===== src/rtl/lector_rtc_pkg.sv =====
// Shared types and constants for the RTC time reader: FSM states, RTC register
// addresses in burst order and the burst-index to output-byte mapping.
package lector_rtc_pkg;

   localparam int unsigned NUM_REGS = 9;
   localparam int unsigned IDX_W    = 4;
   localparam int unsigned BYTE_W   = 8;
   localparam int unsigned PH_W     = 8;

   typedef enum logic [2:0] {
      ST_IDLE,
      ST_ADDR,
      ST_GAP_A,
      ST_DATA,
      ST_GAP_D,
      ST_COMMIT
   } state_t;

   // RTC address read at each burst index
   localparam logic [BYTE_W-1:0] REG_ADDR [NUM_REGS] = '{
      8'h21, 8'h22, 8'h23, 8'h24, 8'h25, 8'h26, 8'h41, 8'h42, 8'h43
   };

   localparam logic [IDX_W-1:0] IDX_SEGUNDO  = 4'd0;
   localparam logic [IDX_W-1:0] IDX_MINUTO   = 4'd1;
   localparam logic [IDX_W-1:0] IDX_HORA     = 4'd2;
   localparam logic [IDX_W-1:0] IDX_DIA      = 4'd3;
   localparam logic [IDX_W-1:0] IDX_MES      = 4'd4;
   localparam logic [IDX_W-1:0] IDX_ANO      = 4'd5;
   localparam logic [IDX_W-1:0] IDX_SEGUNDOT = 4'd6;
   localparam logic [IDX_W-1:0] IDX_MINUTOT  = 4'd7;
   localparam logic [IDX_W-1:0] IDX_HORAT    = 4'd8;

endpackage


===== src/rtl/lector_rtc_if.sv =====
// Multiplexed RTC address/data bus; the reader is the master.
interface lector_rtc_if;
   import lector_rtc_pkg::*;

   logic [BYTE_W-1:0] ad_in;
   logic [BYTE_W-1:0] ad_out;
   logic              ad_oe;
   logic              ad_sel;
   logic              cs_n;
   logic              rd_n;
   logic              wr_n;

   modport master (
      input  ad_in,
      output ad_out, ad_oe, ad_sel, cs_n, rd_n, wr_n
   );

   modport slave (
      output ad_in,
      input  ad_out, ad_oe, ad_sel, cs_n, rd_n, wr_n
   );

endinterface


===== src/rtl/lector_rtc_fase_ctr.sv =====
// Bus phase timer: cleared by load_i, flags the last clock of a PHASE_CYCLES phase.
module bus_fase_ctr
   import lector_rtc_pkg::*;
#(
   parameter int unsigned PHASE_CYCLES = 4
) (
   input  logic clk,
   input  logic rst,
   input  logic load_i,
   output logic expire_c_o
);

   logic [PH_W-1:0] cnt_q, cnt_d;

   always_comb begin
      cnt_d = cnt_q;
      if (load_i) begin
         cnt_d = '0;
      end else if (cnt_q != '1) begin
         cnt_d = cnt_q + PH_W'(1);
      end
   end

   always_ff @(posedge clk or posedge rst) begin
      if (rst) begin
         cnt_q <= '0;
      end else begin
         cnt_q <= cnt_d;
      end
   end

   assign expire_c_o = (cnt_q == PH_W'(PHASE_CYCLES - 1));

endmodule


===== src/rtl/lector_rtc.sv =====
// Periodic RTC time reader: bursts nine register reads into shadows and copies
// them to the BCD outputs in one clock during vertical sync.
module lector_rtc
   import lector_rtc_pkg::*;
#(
   parameter int unsigned PHASE_CYCLES   = 4,
   parameter int unsigned REFRESH_CYCLES = 1_000_000
) (
   input  logic              clk,
   input  logic              rst,
   input  logic              vs_i,
   input  logic              hold_i,
   lector_rtc_if.master      bus,
   output logic              busy_o,
   output logic [BYTE_W-1:0] dia_t_o,
   output logic [BYTE_W-1:0] mes_t_o,
   output logic [BYTE_W-1:0] ano_t_o,
   output logic [BYTE_W-1:0] hora_t_o,
   output logic [BYTE_W-1:0] minuto_t_o,
   output logic [BYTE_W-1:0] segundo_t_o,
   output logic [BYTE_W-1:0] horat_t_o,
   output logic [BYTE_W-1:0] minutot_t_o,
   output logic [BYTE_W-1:0] segundot_t_o
);

   localparam int unsigned REF_W = $clog2(REFRESH_CYCLES);

   state_t             state_q, state_d;
   logic [REF_W-1:0]   ref_q, ref_d;
   logic [IDX_W-1:0]   idx_q, idx_d;
   logic [BYTE_W-1:0]  shadow_q [NUM_REGS];
   logic [BYTE_W-1:0]  out_q    [NUM_REGS];
   logic [BYTE_W-1:0]  ad_out_q, ad_out_d;
   logic               ad_oe_q, ad_oe_d;
   logic               ad_sel_q, ad_sel_d;
   logic               cs_n_q, cs_n_d;
   logic               rd_n_q, rd_n_d;
   logic               wr_n_q, wr_n_d;
   logic               busy_q, busy_d;
   logic               phase_done_c, ref_done_c, load_c;
   logic               capture_c, commit_c;

   bus_fase_ctr #(.PHASE_CYCLES(PHASE_CYCLES)) u_fase_ctr (
      .clk       (clk),
      .rst       (rst),
      .load_i    (load_c),
      .expire_c_o(phase_done_c)
   );

   assign ref_done_c = (ref_q == REF_W'(REFRESH_CYCLES - 1));
   assign load_c     = (state_d != state_q);

   // Next state; bus strobes are decoded from the next state so they register in step with it
   always_comb begin
      state_d   = state_q;
      ref_d     = ref_q;
      idx_d     = idx_q;
      capture_c = 1'b0;
      commit_c  = 1'b0;
      unique case (state_q)
         ST_IDLE: begin
            if (!ref_done_c) begin
               ref_d = ref_q + REF_W'(1);
            end else if (!hold_i) begin
               state_d = ST_ADDR;
               idx_d   = '0;
               ref_d   = '0;
            end
         end
         ST_ADDR:  if (phase_done_c) state_d = ST_GAP_A;
         ST_GAP_A: if (phase_done_c) state_d = ST_DATA;
         ST_DATA: begin
            if (phase_done_c) begin
               capture_c = 1'b1;
               state_d   = ST_GAP_D;
            end
         end
         ST_GAP_D: begin
            if (phase_done_c) begin
               if (idx_q == IDX_W'(NUM_REGS - 1)) begin
                  state_d = ST_COMMIT;
               end else begin
                  idx_d   = idx_q + IDX_W'(1);
                  state_d = ST_ADDR;
               end
            end
         end
         ST_COMMIT: begin
            if (!vs_i) begin
               commit_c = 1'b1;
               state_d  = ST_IDLE;
            end
         end
         default: state_d = ST_IDLE;
      endcase

      ad_oe_d  = (state_d == ST_ADDR);
      ad_sel_d = (state_d == ST_DATA);
      cs_n_d   = !((state_d == ST_ADDR) || (state_d == ST_DATA));
      wr_n_d   = (state_d != ST_ADDR);
      rd_n_d   = (state_d != ST_DATA);
      ad_out_d = (state_d == ST_ADDR) ? REG_ADDR[idx_d] : '0;
      busy_d   = (state_d != ST_IDLE);
   end

   always_ff @(posedge clk or posedge rst) begin
      if (rst) begin
         state_q  <= ST_IDLE;
         ref_q    <= '0;
         idx_q    <= '0;
         ad_out_q <= '0;
         ad_oe_q  <= 1'b0;
         ad_sel_q <= 1'b0;
         cs_n_q   <= 1'b1;
         rd_n_q   <= 1'b1;
         wr_n_q   <= 1'b1;
         busy_q   <= 1'b0;
      end else begin
         state_q  <= state_d;
         ref_q    <= ref_d;
         idx_q    <= idx_d;
         ad_out_q <= ad_out_d;
         ad_oe_q  <= ad_oe_d;
         ad_sel_q <= ad_sel_d;
         cs_n_q   <= cs_n_d;
         rd_n_q   <= rd_n_d;
         wr_n_q   <= wr_n_d;
         busy_q   <= busy_d;
      end
   end

   // Shadows fill one byte per read; outputs take all nine together on commit
   always_ff @(posedge clk or posedge rst) begin
      if (rst) begin
         for (int unsigned i = 0; i < NUM_REGS; i++) begin
            shadow_q[i] <= '0;
            out_q[i]    <= '0;
         end
      end else begin
         if (capture_c) begin
            shadow_q[idx_q] <= bus.ad_in;
         end
         if (commit_c) begin
            out_q <= shadow_q;
         end
      end
   end

   assign bus.ad_out   = ad_out_q;
   assign bus.ad_oe    = ad_oe_q;
   assign bus.ad_sel   = ad_sel_q;
   assign bus.cs_n     = cs_n_q;
   assign bus.rd_n     = rd_n_q;
   assign bus.wr_n     = wr_n_q;
   assign busy_o       = busy_q;

   assign segundo_t_o  = out_q[IDX_SEGUNDO];
   assign minuto_t_o   = out_q[IDX_MINUTO];
   assign hora_t_o     = out_q[IDX_HORA];
   assign dia_t_o      = out_q[IDX_DIA];
   assign mes_t_o      = out_q[IDX_MES];
   assign ano_t_o      = out_q[IDX_ANO];
   assign segundot_t_o = out_q[IDX_SEGUNDOT];
   assign minutot_t_o  = out_q[IDX_MINUTOT];
   assign horat_t_o    = out_q[IDX_HORAT];

endmodule

===== src/flat_wrapper.sv =====
// flat-port wrapper written by rule: the top's interface ports become plain ports
module lector_rtc_flat import lector_rtc_pkg::*;
#(
   parameter int unsigned PHASE_CYCLES   = 4,
   parameter int unsigned REFRESH_CYCLES = 1_000_000
)
  (clk, rst, vs_i, hold_i, busy_o, dia_t_o, mes_t_o, ano_t_o, hora_t_o, minuto_t_o, segundo_t_o, horat_t_o, minutot_t_o, segundot_t_o, bus_ad_in, bus_ad_out, bus_ad_oe, bus_ad_sel, bus_cs_n, bus_rd_n, bus_wr_n);
  lector_rtc_if bus_i ();
  input  logic clk;
  input  logic rst;
  input  logic vs_i;
  input  logic hold_i;
  output logic busy_o;
  output logic [BYTE_W-1:0] dia_t_o;
  output logic [BYTE_W-1:0] mes_t_o;
  output logic [BYTE_W-1:0] ano_t_o;
  output logic [BYTE_W-1:0] hora_t_o;
  output logic [BYTE_W-1:0] minuto_t_o;
  output logic [BYTE_W-1:0] segundo_t_o;
  output logic [BYTE_W-1:0] horat_t_o;
  output logic [BYTE_W-1:0] minutot_t_o;
  output logic [BYTE_W-1:0] segundot_t_o;
  input wire logic [$bits(bus_i.ad_in)-1:0] bus_ad_in;
  output wire logic [$bits(bus_i.ad_out)-1:0] bus_ad_out;
  output wire logic [$bits(bus_i.ad_oe)-1:0] bus_ad_oe;
  output wire logic [$bits(bus_i.ad_sel)-1:0] bus_ad_sel;
  output wire logic [$bits(bus_i.cs_n)-1:0] bus_cs_n;
  output wire logic [$bits(bus_i.rd_n)-1:0] bus_rd_n;
  output wire logic [$bits(bus_i.wr_n)-1:0] bus_wr_n;
  assign bus_i.ad_in = bus_ad_in;
  assign bus_ad_out = bus_i.ad_out;
  assign bus_ad_oe = bus_i.ad_oe;
  assign bus_ad_sel = bus_i.ad_sel;
  assign bus_cs_n = bus_i.cs_n;
  assign bus_rd_n = bus_i.rd_n;
  assign bus_wr_n = bus_i.wr_n;
  lector_rtc #(.PHASE_CYCLES(PHASE_CYCLES), .REFRESH_CYCLES(REFRESH_CYCLES)) u_core (.clk(clk), .rst(rst), .vs_i(vs_i), .hold_i(hold_i), .bus(bus_i), .busy_o(busy_o), .dia_t_o(dia_t_o), .mes_t_o(mes_t_o), .ano_t_o(ano_t_o), .hora_t_o(hora_t_o), .minuto_t_o(minuto_t_o), .segundo_t_o(segundo_t_o), .horat_t_o(horat_t_o), .minutot_t_o(minutot_t_o), .segundot_t_o(segundot_t_o));
endmodule

===== config.mk =====
export PLATFORM = sky130hd
export DESIGN_NAME = lector_rtc_flat
export DESIGN_NICKNAME = d
export VERILOG_FILES = /design/src/rtl/lector_rtc_pkg.sv /design/src/rtl/lector_rtc_if.sv /design/src/rtl/lector_rtc_fase_ctr.sv /design/src/rtl/lector_rtc.sv /design/src/flat_wrapper.sv
export SDC_FILE = /design/constraint.sdc
export NUM_CORES = 1
export LEC_CHECK = 0
export ABC_CLOCK_PERIOD_IN_PS = 9830
export BUFFER_PORTS_ARGS = -buffer_cell sky130_fd_sc_hd__buf_2
export CELL_PAD_IN_SITES_DETAIL_PLACEMENT = 1
export CELL_PAD_IN_SITES_GLOBAL_PLACEMENT = 2
export CORE_MARGIN = 3
export CORE_UTILIZATION = 44
export CTS_CLUSTER_SIZE = 30
export DETAILED_ROUTE_END_ITERATION = 10
export GPL_ROUTABILITY_DRIVEN = 1
export HOLD_SLACK_MARGIN = 0.03
export PLACE_DENSITY = 0.91
export SYNTH_ARGS = -nofsm -noshare
export SYNTH_HDL_FRONTEND = slang
export SYNTH_SLANG_ARGS = --single-unit
export TNS_END_PERCENT = 20

===== constraint.sdc =====
create_clock -name clk -period 9.83 [get_ports clk]
set_input_delay 0 -clock clk [delete_from_list [all_inputs] [get_ports clk]]
set_output_delay 0 -clock clk [all_outputs]
set_load 0.01 [all_outputs]

==> results.md <==
| Item | Reported |
| --- | --- |
| Effective utilization at floorplan | 0.458 |
| Number of rows created at floorplan | 47 |
| Maximum buffer depth of the clock tree | 2 |
| Clock tree from TritonCTS | done |
| DR pass1 iterations | 4 |
| Boundary pin count | 98 |
| Kind of path behind the tightest hold check | in -> reg |
| Initial antenna violation count | 0 |
| Number of flops mapped to enable cells by yosys | 0 |
| Element type at the critical path start | flop |
| Clock network latency to the later pin of the worst-skew pair | 0.43 ns |
| Setup slack of the worst register-to-register path | 7.11 ns |
| Final period util | 0.277 |
| H-tree Lvls | 4 |
| Total of buffers placed on input and output ports | 94 |
| Die extent in x | 139 µm |
| Power density over cell area | 242 nW/µm² |
| Most used flip-flop cell after synthesis | dfrtp_1 |
| Fraction of final layout cells sized beyond drive strength 1 | 0.435 |
| Total grt overflow | 0 |
| Total global-route track usage | 0.189 |
| Commonest non-fill, non-tap cells in the layout | dfrtp_1 (187), mux2_2 (139), buf_2 (94) |
| Floorplan Core Area | 16900 µm² |
| Synthesized area per cell | 14.2 µm² |
| Clock net sink count | 190 |
| Arrival time of data at the critical path endpoint | 3.03 ns |
| Endpoint of the worst setup timing path | u_core.shadow_q[7]$_DFFE_PP0P_ |
| Lkg Pwr | 4.30 nW |
| Highest fanout seen on the critical path | 10 |
| Critical Path End Type | flop |
| Height of the die | 139 µm |
| RSZ-0062 raised after global routing | no |
| Signed area change from the synthesized netlist to the final layout | 17.7% |
| Crit-path slowest cell | nor3_2 |
| Root buffer cell | clkbuf_16 |
| Post-synthesis register bit count | 190 |
| YS warnings | 0 |
| Vias post-DR | 4759 |
| Number of hold-slack violations in the final timing report | 0 |
| Synth cell types | 53 |
| Time the worst path needs with I/O delays and setup | 2.72 ns |
| Critical path class | reg -> reg |
| Final setup skew | 0.0109 ns |
| Post-detailed-route count of antenna-violating nets | 0 |
| Leading cell type in the layout, fill and taps excluded | dfrtp_1 |
| Slowest Stage Delay on Critical Path | 0.63 ns |
| R2R depth | 6 |
| Number of antenna cells inserted | 0 |
| Count of final max-slew check failures | 0 |
| Number of DRC violations after detailed routing | 0 |
| Reg-to-reg endpoint | u_core.shadow_q[7]$_DFFE_PP0P_ |
| Syn Inst Count | 545 |
| Setup Buffers After CTS | 0 |
| Drt initial violations | 174 |
| Largest net degree at the start of global routing | 101 |
| Result of the run | finished clean |
| Total wire length | 17500 µm |
| Post-route setup slack | 7.11 ns |
| Number of maximum-capacitance violations | 0 |
| Average wire per standard cell | 19.8 µm |
| Worst-Margin Slew | 1.09 ns |
| Half-perimeter wire length after detailed placement | 12300 µm |
| Vias in the first global route | 5296 |
| Achievable frequency | 367 MHz |
| Launching element of the worst setup path | u_core.u_fase_ctr.cnt_q[0]$_DFFE_PP0P_ |
| Launch instance of the worst register-to-register path | u_core.u_fase_ctr.cnt_q[0]$_DFFE_PP0P_ |
| Routability cong. | 0.810 |
| Max rail drop VDD | 0.131 mV |
| Vias per cell | 5.37 |
| Sum of negative setup slack | 0 ns |
| Final Hold Slack | 0.0438 ns |
| Reg clk slew, reported paths | 0.07 ns |
| Number of non-filler instances in the completed layout | 887 |
| Finish-stage setup viols | 0 |
| WP data required | 10.14 ns |
| Setup Slack @ Placement | 7.11 ns |
| Share of flip-flops with an asynchronous set or reset | 1.00 |
| Full die area | 19300 µm² |
| Total Nets Final | 673 |
| Total instance count after detailed placement | 847 |
| Cell area after synthesis | 7750 µm² |
| Inserted Clock Buffers | 17 |
| Worst path cell trace | ha_1, nor3b_2, and2_1, nand3_4, nor3_2, mux2_2 |
| Part of the Yosys area used for sequential elements | 0.614 |
| Global-route wire length before repair | 29200 µm |
| Slew headroom | 0.274 |
-- cells in the mapped netlist (7+ instances only) --
cell type | count | area [µm²]
dfrtp_1 | 187 | 4680
inv_1 | 11 | 41.3
buf_2 | 9 | 45.0
nor2_1 | 21 | 78.8
xnor2_1 | 10 | 87.6
nand3_1 | 12 | 60.1
xor2_1 | 9 | 78.8
ha_1 | 7 | 87.6
a21oi_1 | 11 | 55.1
nor3_1 | 11 | 55.1
mux2_2 | 139 | 1570
nand2_1 | 24 | 90.1
and3_1 | 7 | 43.8
-- per-stage QoR --
stage / util / power, mW / instance area [µm²]
floorplan: - / 1.34 / 7760
global placement: 0.499 / 1.51 / 8450
detailed placement: 0.499 / 1.54 / 8450
CTS: 0.539 / 2.24 / 9130
global route: 0.539 / 2.34 / 9130
finish: 0.539 / 2.21 / 9130
-- state kept, by name (all words and copies together), names as in the netlist, 3 cells and up --
| name | cells |
|---|---|
| u_core.minutot_t_o | 8 |
| u_core.segundo_t_o | 8 |
| u_core.state_q | 3 |
| u_core.u_fase_ctr.cnt_q | 8 |
| u_core.dia_t_o | 8 |
| u_core.horat_t_o | 8 |
| u_core.idx_q | 4 |
| u_core.minuto_t_o | 8 |
| u_core.shadow_q | 72 |
| u_core.ano_t_o | 8 |
| u_core.hora_t_o | 8 |
| u_core.mes_t_o | 8 |
| u_core.bus.ad_out | 5 |
| u_core.segundot_t_o | 8 |
| u_core.ref_q | 20 |
-- routing by layer --
layer / global-route usage / vias up / part of all wire
met5: 0 / - / 0
met4: 0.0536 / 0 / 0.014
met3: 0.0369 / 18 / 0.032
met2: 0.326 / 83 / 0.51
met1: 0.244 / 2493 / 0.45
li1: - / 2165 / -
-- how the worst min path moves through the flow --
stage / from / endpoint / slack, ns / cells past startpoint
2_1_floorplan: bus_ad_in[5] / u_core.shadow_q[61]$_DFFE_PP0P_ / 0.13 / 1
3_3_place_gp: rst / u_core.dia_t_o[2]$_DFFE_PP0P_ / 0.24 / 2
3_5_place_dp: rst / u_core.dia_t_o[2]$_DFFE_PP0P_ / 0.26 / 2
4_1_cts: bus_ad_in[4] / u_core.shadow_q[68]$_DFFE_PP0P_ / 0.04 / 2
5_1_grt: bus_ad_in[4] / u_core.shadow_q[68]$_DFFE_PP0P_ / 0.04 / 2
6_report: bus_ad_in[4] / u_core.shadow_q[68]$_DFFE_PP0P_ / 0.04 / 2
-- worst max-delay path, delay by kind of cell (launching register included) --
kind                       cells  cell delay, ns
adders and majority gates      1            0.22
muxes                          1            0.41
and+or+nand+nor                4            1.55
DFF                            1            0.40
-- kinds of logic (layout without fill, tap and decap cells) --
logic type,after synthesis,count (layout),share of synthesized area
buffers and inverters,27,147,0.0169
AND/OR/NAND/NOR,112,112,0.0839
flip-flops,190,190,0.614
multiplexers,150,150,0.217
other,1,3,0.000484
AO/OA/AOI/OAI,39,39,0.0353
XOR/XNOR,19,19,0.0215
adder cells (fa/ha/maj),7,7,0.0113
-- repair_timing --
item / in CTS / in global routing
gates resized for setup: 0 / 0
hold endpoints to repair: 134 / 0
endpoints found under the setup margin: 0 / 0
hold buffers: 8 / 0
-- power breakdown --
group	total (mW)	switching (mW)	internal (mW)
clock	0.687	0.323	0.364
combinational	0.462	0.242	0.220
sequential	1.06	0.128	0.935
total	2.21	0.694	1.52
-- final cells by class --
type	instances	area [µm²]
Clock buffer	17	425
Clock inverter	15	176
Fill cell	1684	7810
Inverter	11	46.3
Multi-Input combinational cell	330	2880
Sequential cell	190	4760
Tap cell	220	275
Timing Repair Buffer	104	566
Note: power is estimated with default switching activity, not from simulation.
